`config.mk`:
```
export PLATFORM = sky130hd
export DESIGN_NAME = ttt_move_sequencer
export DESIGN_NICKNAME = d
export VERILOG_FILES = /design/src/rtl/ttt_move_sequencer.sv
export SDC_FILE = /design/constraint.sdc
export NUM_CORES = 1
export LEC_CHECK = 0
export ABC_AREA = 1
export BUFFER_PORTS_ARGS = -buffer_cell sky130_fd_sc_hd__clkbuf_2
export CAP_MARGIN = 20
export CORE_ASPECT_RATIO = 0.7
export CORE_MARGIN = 1
export CORE_UTILIZATION = 25
export DETAILED_ROUTE_END_ITERATION = 10
export GPL_TIMING_DRIVEN = 1
export PLACE_DENSITY = 0.51
export SLEW_MARGIN = 20
export SYNTH_ARGS = -nofsm -noshare
export SYNTH_HDL_FRONTEND = slang
export SYNTH_SLANG_ARGS = --single-unit
```
`constraint.sdc`:
```
create_clock -name clk -period 4.4 [get_ports clk]
set_clock_uncertainty 0.05 [all_clocks]
set_input_delay 0.44 -clock clk [delete_from_list [all_inputs] [get_ports clk]]
set_output_delay 0.44 -clock clk [all_outputs]
set_load 0.05 [all_outputs]
```
`src/rtl/ttt_move_sequencer.sv`:
```
// Front-end for the tictactoe core: synchronises and debounces the X/O buttons and
// position switches, arbitrates presses and issues one move at a time over req/ack.
module ttt_move_sequencer #(
    parameter int DEBOUNCE_CYCLES = 4,
    parameter int ACK_TIMEOUT     = 16,
    parameter int FLASH_DIV       = 8
) (
    input  logic       clk,
    input  logic       reset,
    input  logic       btn_x_raw,
    input  logic       btn_o_raw,
    input  logic [8:0] sel_pos_raw,
    input  logic       turn_x,
    input  logic       turn_o,
    input  logic       move_ack,
    output logic       move_req,
    output logic       move_player,
    output logic [8:0] move_pos,
    output logic       bad_sel,
    output logic       ack_timeout,
    output logic       busy,
    output logic       flash_clk
);
    localparam int DB_W = $clog2(DEBOUNCE_CYCLES + 1);
    localparam int TO_W = $clog2(ACK_TIMEOUT + 1);
    localparam int FL_W = (FLASH_DIV > 1) ? $clog2(FLASH_DIV) : 1;
    localparam logic [DB_W-1:0] DB_MAX  = DB_W'(DEBOUNCE_CYCLES);
    localparam logic [TO_W-1:0] TO_LAST = TO_W'(ACK_TIMEOUT - 1);
    localparam logic [FL_W-1:0] FL_LAST = FL_W'(FLASH_DIV - 1);

    typedef enum logic [1:0] {IDLE, ARM, REQ, HOLD} state_t;

    // Bit 1 carries the X button, bit 0 the O button.
    logic [1:0] btn_raw;
    logic [1:0] press;
    logic [1:0] released;
    assign btn_raw = {btn_x_raw, btn_o_raw};

    genvar gi;
    generate
        for (gi = 0; gi < 2; gi++) begin : g_btn
            logic            meta_reg;
            logic            sync_reg;
            logic            prev_reg;
            logic [DB_W-1:0] cnt_reg;
            logic [DB_W-1:0] cnt_next;
            logic            changed;

            assign changed = (sync_reg != prev_reg);

            // Counts consecutive cycles at the current synced level, saturating.
            always_comb begin
                cnt_next = cnt_reg;
                if (changed) begin
                    cnt_next = DB_W'(1);
                end else if (cnt_reg != DB_MAX) begin
                    cnt_next = cnt_reg + DB_W'(1);
                end
            end

            always_ff @(posedge clk) begin
                if (reset) begin
                    meta_reg <= 1'b0;
                    sync_reg <= 1'b0;
                    prev_reg <= 1'b0;
                    cnt_reg  <= '0;
                end else begin
                    meta_reg <= btn_raw[gi];
                    sync_reg <= meta_reg;
                    prev_reg <= sync_reg;
                    cnt_reg  <= cnt_next;
                end
            end

            assign press[gi]    = sync_reg && (cnt_next == DB_MAX) && (changed || (cnt_reg != DB_MAX));
            assign released[gi] = !sync_reg && !changed && (cnt_reg == DB_MAX);
        end
    endgenerate

    logic [8:0] sel_meta_reg;
    logic [8:0] sel_sync_reg;

    always_ff @(posedge clk) begin
        if (reset) begin
            sel_meta_reg <= '0;
            sel_sync_reg <= '0;
        end else begin
            sel_meta_reg <= sel_pos_raw;
            sel_sync_reg <= sel_meta_reg;
        end
    end

    state_t          state_reg, state_next;
    logic            player_reg, player_next;
    logic [8:0]      pos_reg, pos_next;
    logic [TO_W-1:0] timer_reg, timer_next;
    logic            bad_sel_reg, bad_sel_next;
    logic            ack_timeout_reg, ack_timeout_next;
    logic            grant_x;

    always_ff @(posedge clk) begin
        if (reset) begin
            state_reg       <= IDLE;
            player_reg      <= 1'b0;
            pos_reg         <= '0;
            timer_reg       <= '0;
            bad_sel_reg     <= 1'b0;
            ack_timeout_reg <= 1'b0;
        end else begin
            state_reg       <= state_next;
            player_reg      <= player_next;
            pos_reg         <= pos_next;
            timer_reg       <= timer_next;
            bad_sel_reg     <= bad_sel_next;
            ack_timeout_reg <= ack_timeout_next;
        end
    end

    always_comb begin
        state_next       = state_reg;
        player_next      = player_reg;
        pos_next         = pos_reg;
        timer_next       = '0;
        bad_sel_next     = 1'b0;
        ack_timeout_next = 1'b0;
        grant_x          = 1'b1;
        case (state_reg)
            IDLE: begin
                if (|press) begin
                    // Simultaneous presses go to whoever's turn it is, X by default.
                    if (press[1] && press[0]) begin
                        grant_x = turn_x || !turn_o;
                    end else begin
                        grant_x = press[1];
                    end
                    player_next = grant_x;
                    pos_next    = sel_sync_reg;
                    if ($countones(sel_sync_reg) != 1) begin
                        bad_sel_next = 1'b1;
                        state_next   = HOLD;
                    end else begin
                        state_next = ARM;
                    end
                end
            end
            ARM: begin
                if (turn_x || turn_o) begin
                    state_next = REQ;
                end
            end
            REQ: begin
                timer_next = timer_reg + TO_W'(1);
                if (move_ack) begin
                    state_next = HOLD;
                end else if (timer_reg == TO_LAST) begin
                    ack_timeout_next = 1'b1;
                    state_next       = HOLD;
                end
            end
            HOLD: begin
                if (&released) begin
                    state_next = IDLE;
                end
            end
            default: state_next = IDLE;
        endcase
    end

    logic [FL_W-1:0] flash_cnt_reg;
    logic            flash_reg;

    always_ff @(posedge clk) begin
        if (reset) begin
            flash_cnt_reg <= '0;
            flash_reg     <= 1'b0;
        end else if (flash_cnt_reg == FL_LAST) begin
            flash_cnt_reg <= '0;
            flash_reg     <= ~flash_reg;
        end else begin
            flash_cnt_reg <= flash_cnt_reg + FL_W'(1);
        end
    end

    assign move_req    = (state_reg == REQ);
    assign move_player = player_reg;
    assign move_pos    = pos_reg;
    assign bad_sel     = bad_sel_reg;
    assign ack_timeout = ack_timeout_reg;
    assign busy        = (state_reg != IDLE);
    assign flash_clk   = flash_reg;

endmodule

```
==> impl_metrics.json, run 1 <==
{
  "crit_buf_inv": 3,
  "p_leak_uw": 0.00127,
  "port-buffer-count": 30,
  "gp_congestion": 0.718,
  "setup_slack_ps": 1060,
  "nets": 346,
  "yosysWarnings": 0,
  "die_w_um": 115,
  "ant_nets": 0,
  "start_util_pct": 26.2,
  "numCtsBuffers": 5,
  "ys_ff_latch": 53,
  "die_h_um": 81.4,
  "worstHoldStart": "btn_o_raw",
  "vdd_ir_drop_max_mv": 0.186,
  "critPathArrivalTime_ps": 3520,
  "dp.cells": 422,
  "whs_path_depth": 3,
  "path_delay_family": "adder cells",
  "wl_per_cell_um": 8.97,
  "syn_area_um2": 2250,
  "top_layer": "met4",
  "htree_levels": 2,
  "grt_pass1_vias": 1596,
  "syn_avg_cell_area_um2": 8.10,
  "cts_sinks": 53,
  "core_um2": 8580,
  "hold_class": "input port to flip-flop",
  "synth_cell_type_count": 29,
  "area_growth_syn_to_layout_pct": 18.8,
  "drive_gt1_share_pct": 17.4,
  "io_pins": 31,
  "post-cts-setup-buffer-count": 0,
  "mostFrequentLayoutCell": "nor2_1",
  "dp_hpwl_um": 2790,
  "cts_resized": 0,
  "cellPowerDensity_nw_per_um2": 443,
  "worstMarginPinSlew_ps": 718,
  "path_cells": "inv_1 -> fa_1 -> fa_1 -> fa_1 -> inv_1 -> fa_1 -> inv_1 -> fa_1 -> nand2_1 -> nor2_1 -> nand2_1 -> mux2i_1 -> nand3_1 -> nand2_1 -> nor2_1",
  "reg2reg_setup_slack_ps": 1060,
  "critPathMaxStageDelay_ps": 510,
  "crit_top_cell": "fa_1",
  "status": "completed",
  "synth_xor_area_share_pct": 0.389,
  "cts.clk_slew.worst_paths_ps": 70,
  "vias_per_cell": 3.80,
  "grt_max_degree": 35,
  "power_uw": 1180,
  "initialDrtViolationCount": 41,
  "die-area_um2": 9400,
  "crit_path_top_delay_cell": "fa_1",
  "totalWireLength_um": 3860,
  "clk-insertion-delay-late_ps": 290,
  "drc": 0,
  "tns_ps": 0,
  "post-place-ws_ps": 1080,
  "fin_crit_ps": 3340,
  "m1WireLength_um": 2080,
  "path_class": "flip-flop to flip-flop",
  "yosys.area_share.simple_pct": 21.4,
  "row_count": 28,
  "reg2regPathDepth": 15,
  "end_kind": "flip-flop",
  "final_cell_mix": "70 x nor2_1, 60 x inv_1, 53 x dfxtp_1, 30 x clkbuf_2, 21 x nand2_1",
  "holdWs_ps": 274,
  "grt_pass1_wl_um": 7010,
  "synthAdderAreaFrac_pct": 13.3,
  "num_antenna_cells": 0,
  "synthMuxAreaShare_pct": 0.444,
  "timing.fmax_ghz": 0.299,
  "cts_hold_buf": 0,
  "finalSetupViolations": 0,
  "route.met2.wl_um": 1550,
  "synth_cells": 278,
  "nFillCells": 941,
  "grtUsageTotal_pct": 9.92,
  "wl_met3_um": 170,
  "cts_tree": "built",
  "final-hold-violation-count": 0,
  "overflow": 0,
  "synth_nets": 315,
  "whs_endpoint": "g_btn[0].meta_reg$_SDFF_PP0_",
  "cp_max_fo": 2,
  "r2r_start": "sel_sync_reg[1]$_SDFF_PP0_",
  "synth_top_family_by_area": "simple AND/OR/NAND/NOR gates",
  "synth-compound-area-share_pct": 5.83,
  "first_pass_iters": 4,
  "drv_slew": 0,
  "rsz0062_at_grt": "false",
  "ys_seq_area_share_pct": 47.1,
  "via_count": 1632,
  "max_slew_margin_pct": 52.1,
  "maxCapViolations": 0,
  "cts_root_buf": "clkbuf_16",
  "fin_cells": 430,
  "cp-start-kind": "flip-flop",
  "r2r-end": "state_reg[1]$_SDFFE_PP0P_",
  "cp.required_ps": 4580,
  "clk_path_buf_depth": 2,
  "antenna_found_initial": 0,
  "period_share_pct": 75.9
}
how the worst max path moves through the flow:
stage,start,to,slack [ps],cells after the start
floorplan,sel_sync_reg[0]$_SDFF_PP0_,state_reg[1]$_SDFFE_PP0P_,1200,15
global placement,sel_sync_reg[0]$_SDFF_PP0_,state_reg[1]$_SDFFE_PP0P_,1130,15
detailed placement,sel_sync_reg[0]$_SDFF_PP0_,state_reg[1]$_SDFFE_PP0P_,1080,15
CTS,sel_sync_reg[0]$_SDFF_PP0_,state_reg[1]$_SDFFE_PP0P_,1040,15
global route,sel_sync_reg[0]$_SDFF_PP0_,state_reg[1]$_SDFFE_PP0P_,820,15
finish,sel_sync_reg[1]$_SDFF_PP0_,state_reg[1]$_SDFFE_PP0P_,1060,15
cell families (layout without fill, tap and decap cells):
logic type / after synthesis / in the layout
adders and majority gates: 21 / 21
muxes: 1 / 1
and+or+nand+nor: 112 / 112
DFF: 53 / 53
buffers and inverters: 67 / 99
xor gates and xnor gates: 1 / 1
AOI/OAI and AO/OA: 23 / 23
metal layers:
metal	track usage, %	up-vias
met4	4.68	0
met2	15.6	25
met5	0	-
met3	3.62	8
met1	12.1	713
li1	-	886
power by group:
group          switching [uW]  leakage, uW  internal [uW]
combinational             169     0.000758           83.6
sequential               19.4     0.000434            509
clock                     177    0.0000768            227
total                     365      0.00127            820
stage by stage:
step / util [%] / cell area (um2)
after floorplan: - / 2250
after global placement: 29.4 / 2520
after detailed placement: 29.4 / 2520
after CTS: 31.2 / 2680
after global routing: 31.2 / 2680
final: 31.2 / 2680
worst reg2reg max path: stages (launching register included):
cell,delay (ps)
dfxtp_1,360
inv_1,70
fa_1,510
fa_1,420
fa_1,490
inv_1,50
fa_1,370
inv_1,80
fa_1,400
nand2_1,80
nor2_1,40
nand2_1,70
mux2i_1,70
nand3_1,80
nand2_1,50
nor2_1,90
synth_stat cells:
master | number | area, um2
a21oi_2 | 2 | 17.5
nor3_1 | 1 | 5.00
fa_1 | 5 | 100
nand3b_1 | 1 | 7.51
or2_2 | 1 | 6.26
o21ai_1 | 8 | 40.0
inv_2 | 1 | 3.75
nor3b_1 | 1 | 7.51
nand3_2 | 1 | 10.0
buf_1 | 1 | 3.75
dfxtp_1 | 53 | 1060
nand2_2 | 6 | 37.5
xnor2_1 | 1 | 8.76
ha_1 | 16 | 200
nor2_1 | 70 | 263
o21ai_0 | 5 | 25.0
inv_1 | 60 | 225
o211ai_1 | 1 | 7.51
nand2_1 | 21 | 78.8
nand2_4 | 1 | 11.3
a21oi_1 | 5 | 25.0
nand3_1 | 6 | 30.0
o21ai_2 | 1 | 8.76
o31ai_1 | 1 | 7.51
nor2_2 | 2 | 12.5
nor3b_2 | 1 | 12.5
clkbuf_1 | 4 | 15.0
mux2i_1 | 1 | 10.0
buf_6 | 1 | 11.3
cell type report:
cell class	count	area [um2]	area share, %
inverters	61	229	8.56
multi-input cells	158	932	34.8
repair buffers	30	150	5.61
clock inverters	2	13.8	0.514
well taps	120	150	5.61
clock buffers	6	139	5.19
flip-flops and latches	53	1060	39.7
No activity file was read; power rests on OpenSTA's default activity.
==> run 2: changes to the inputs <==
--- a/config.mk
+++ b/config.mk
@@ -5,7 +5,7 @@
 export SDC_FILE = /design/constraint.sdc
 export NUM_CORES = 1
 export LEC_CHECK = 0
-export ABC_AREA = 1
+export ABC_AREA = 0
 export BUFFER_PORTS_ARGS = -buffer_cell sky130_fd_sc_hd__clkbuf_2
 export CAP_MARGIN = 20
 export CORE_ASPECT_RATIO = 0.7
==> constraint.sdc (replaced) <==
create_clock -name clk -period 3.2 [get_ports clk]
set_clock_uncertainty 0.05 [all_clocks]
set_input_delay 0.32 -clock clk [delete_from_list [all_inputs] [get_ports clk]]
set_output_delay 0.32 -clock clk [all_outputs]
set_load 0.05 [all_outputs]
==> run 2 against run 1 <==
Net effect:
- the run now ends with setup timing left
- total power grew 33%
- sequential power grew 35%
- design area grew 2.2%
- sequential cell count is the same
- combinational power shrank 6%
- clock-buffer cell count shrank 1
- worst setup slack lost 1100 ps
- worst hold slack lost 120 ps
- critical path depth shrank 3
- clock power grew 55%
- global-route usage shrank 1.0 points
- die area grew 0.76%
- highest routed layer unchanged
==> impl_metrics.json, run 2 <==
{
  "status": "complete, but fails checks",
  "violations": "setup timing",
  "hold_class": "input port to flip-flop",
  "tns_ps": -26.6,
  "timing.fmax_ghz": 0.310,
  "syn_avg_cell_area_um2": 10.1,
  "numCtsBuffers": 5,
  "port-buffer-count": 30,
  "drc": 0,
  "synth_cell_type_count": 35,
  "area_growth_syn_to_layout_pct": 20.5,
  "grtUsageTotal_pct": 8.90,
  "reg2reg_setup_slack_ps": -30,
  "grt_pass1_vias": 1363,
  "syn_area_um2": 2270,
  "synth_edf_count": 0,
  "ys_ff_latch": 53,
  "cellPowerDensity_nw_per_um2": 577,
  "totalWireLength_um": 3840,
  "cp-start-kind": "flip-flop",
  "row_count": 28,
  "cp.required_ps": 3370,
  "synth_top_area_share_pct": 46.7,
  "cts_root_buf": "clkbuf_16",
  "path_class": "flip-flop to flip-flop",
  "final_cell_mix": "51 x dfxtp_1, 30 x clkbuf_2, 25 x inv_1, 23 x nor2b_1, 22 x nand2b_1",
  "die_h_um": 81.7,
  "die-area_um2": 9470,
  "num_antenna_cells": 0,
  "start_util_pct": 26.3,
  "cp_max_fo": 2,
  "vias_per_cell": 3.84,
  "synthTopCellsByCount": "53 x dfxtp_1, 28 x inv_1, 24 x nor2b_1",
  "drv_slew": 0,
  "gp_congestion": 0.754,
  "critPathArrivalTime_ps": 3390,
  "ant_nets": 0,
  "ys_seq_area_share_pct": 46.7,
  "critPathMaxStageDelay_ps": 540,
  "end_kind": "flip-flop",
  "post-cts-setup-buffer-count": 0,
  "yosys.area.top_type": "dfxtp_1",
  "maxCapViolations": 0,
  "drive_gt1_share_pct": 18.8,
  "synthArstFlopShare_pct": 0,
  "dp_hpwl_um": 2790,
  "core_um2": 8620,
  "clk-insertion-delay-late_ps": 290,
  "htree_levels": 2,
  "synth_nets": 262,
  "cts_hold_buf": 0,
  "vdd_ir_drop_max_mv": 0.198,
  "io_pins": 31,
  "mostFrequentLayoutCell": "dfxtp_1",
  "grt_max_degree": 59,
  "overflow": 0,
  "synthTopCellsByArea": "dfxtp_1 47%, ha_1 8.8%, nor2b_1 6.6%, nand2b_1 6.1%, mux2i_1 4.9%",
  "rsz0062_at_grt": "true",
  "worstMarginPinSlew_ps": 1040,
  "wl_per_cell_um": 10.2,
  "initialDrtViolationCount": 24,
  "cts_sinks": 53,
  "synth_ff_type": "dfxtp_1",
  "fin_crit_ps": 3230,
  "grt_pass1_wl_um": 6420,
  "final-hold-violation-count": 0,
  "p_leak_uw": 0.00113,
  "yosysMostFrequentCell": "dfxtp_1",
  "via_count": 1443,
  "synth_cells": 225,
  "nets": 292,
  "cts_tree": "built",
  "die_w_um": 116,
  "max_slew_margin_pct": 30.6,
  "period_share_pct": 101,
  "crit_buf_inv": 3,
  "post-place-ws_ps": -106,
  "clk_path_buf_depth": 2,
  "antenna_found_initial": 0,
  "setup_slack_ps": -26.6,
  "yosysWarnings": 0,
  "cts.clk_slew.worst_paths_ps": 70,
  "first_pass_iters": 4,
  "finalSetupViolations": 1,
  "path_cells": "inv_2 -> fa_1 -> fa_1 -> fa_1 -> inv_2 -> fa_2 -> inv_2 -> fa_2 -> nor2b_4 -> a31o_4 -> a41o_1 -> mux2i_1",
  "path_delay_family": "adder cells",
  "crit_path_top_delay_cell": "fa_1"
}
## run 2: changes by cell type in the layout (fill, tap and decap cells not counted), moves of 3 or more
cell | before | now
nor2_1 | 70 | 17
inv_1 | 60 | 25
nor2b_1 | 0 | 23
nand2b_1 | 0 | 22
nand2_1 | 21 | 3
mux2i_1 | 1 | 11
o21ai_1 | 8 | 0
nand2_2 | 6 | 0
nand3_1 | 6 | 1
a21oi_1 | 5 | 1
nor3b_1 | 1 | 5
xnor2_1 | 1 | 4
## run 2: report_power, final
| part | internal, uW | switching, uW | total (uW) |
|---|---|---|---|
| combinational | 96.1 | 142 | 238 |
| clock | 376 | 249 | 625 |
| sequential | 693 | 20.7 | 714 |
## run 2: worst paths after layout
check / start / endpoint / cells past startpoint
worst min-delay path: move_ack / ack_timeout$_SDFF_PP0_ / 2
worst max register to register: sel_sync_reg[3]$_SDFF_PP0_ / state_reg[1]$_SDFFE_PP0P_ / 12
worst min register to register: g_btn[0].meta_reg$_SDFF_PP0_ / g_btn[0].sync_reg$_SDFF_PP0_ / 1
worst max-delay path: sel_sync_reg[3]$_SDFF_PP0_ / state_reg[1]$_SDFFE_PP0P_ / 12
## run 2: what timing repair did
item                                    CTS  global route
pin swaps                                 6             5
hold endpoints to repair                  0             0
gates resized for setup                   7             3
endpoints found under the setup margin    2             2
## run 2: kinds of logic (layout without fill, tap and decap cells)
family,Yosys count,after routing,synth area share [%]
xor+xnor,5,5,1.93
compound gates,18,18,6.34
mux,11,11,4.85
fa+ha+maj,21,21,13.2
flops,53,53,46.7
simple gates,82,82,20.8
buf+inv,35,66,6.12
## run 2: worst reg2reg max path, delay by kind of cell (launching register included)
kind	cells	cell delay [ps]
AND/OR/NAND/NOR	1	130
multiplexers	1	130
buffers and inverters	3	150
adder cells (fa/ha/maj)	5	1950
AO/OA/AOI/OAI	2	420
flip-flops	1	330
## run 2: through the flow
stage          instances  power [uW]  instance area, um2  hold slack (ps)  util (%)
3_3_place_gp         368         961                2540              370      29.4
2_1_floorplan        225         908                2270              346         -
5_1_grt              376        1660                2740              160      31.7
3_5_place_dp         368         964                2540              370      29.4
6_report             376        1580                2740              155      31.7
4_1_cts              376        1600                2720              145      31.5
## run 2: final cells by class
type / count / area [um2]
Multi-Input combinational cell: 137 / 1090
Inverter: 28 / 105
Tap cell: 120 / 150
Clock buffer: 5 / 125
Clock inverter: 3 / 50.0
Timing Repair Buffer: 30 / 150
Fill cell: 927 / 5880
Sequential cell: 53 / 1060
## run 2: layer usage
layer | vias to the layer above | global-route usage [%] | share of wire [%]
li1 | 779 | - | -
met2 | 21 | 12.1 | 38
met4 | 0 | 3.46 | 1.2
met5 | - | 0 | 0
met3 | 6 | 3.03 | 5.1
met1 | 637 | 12.7 | 56
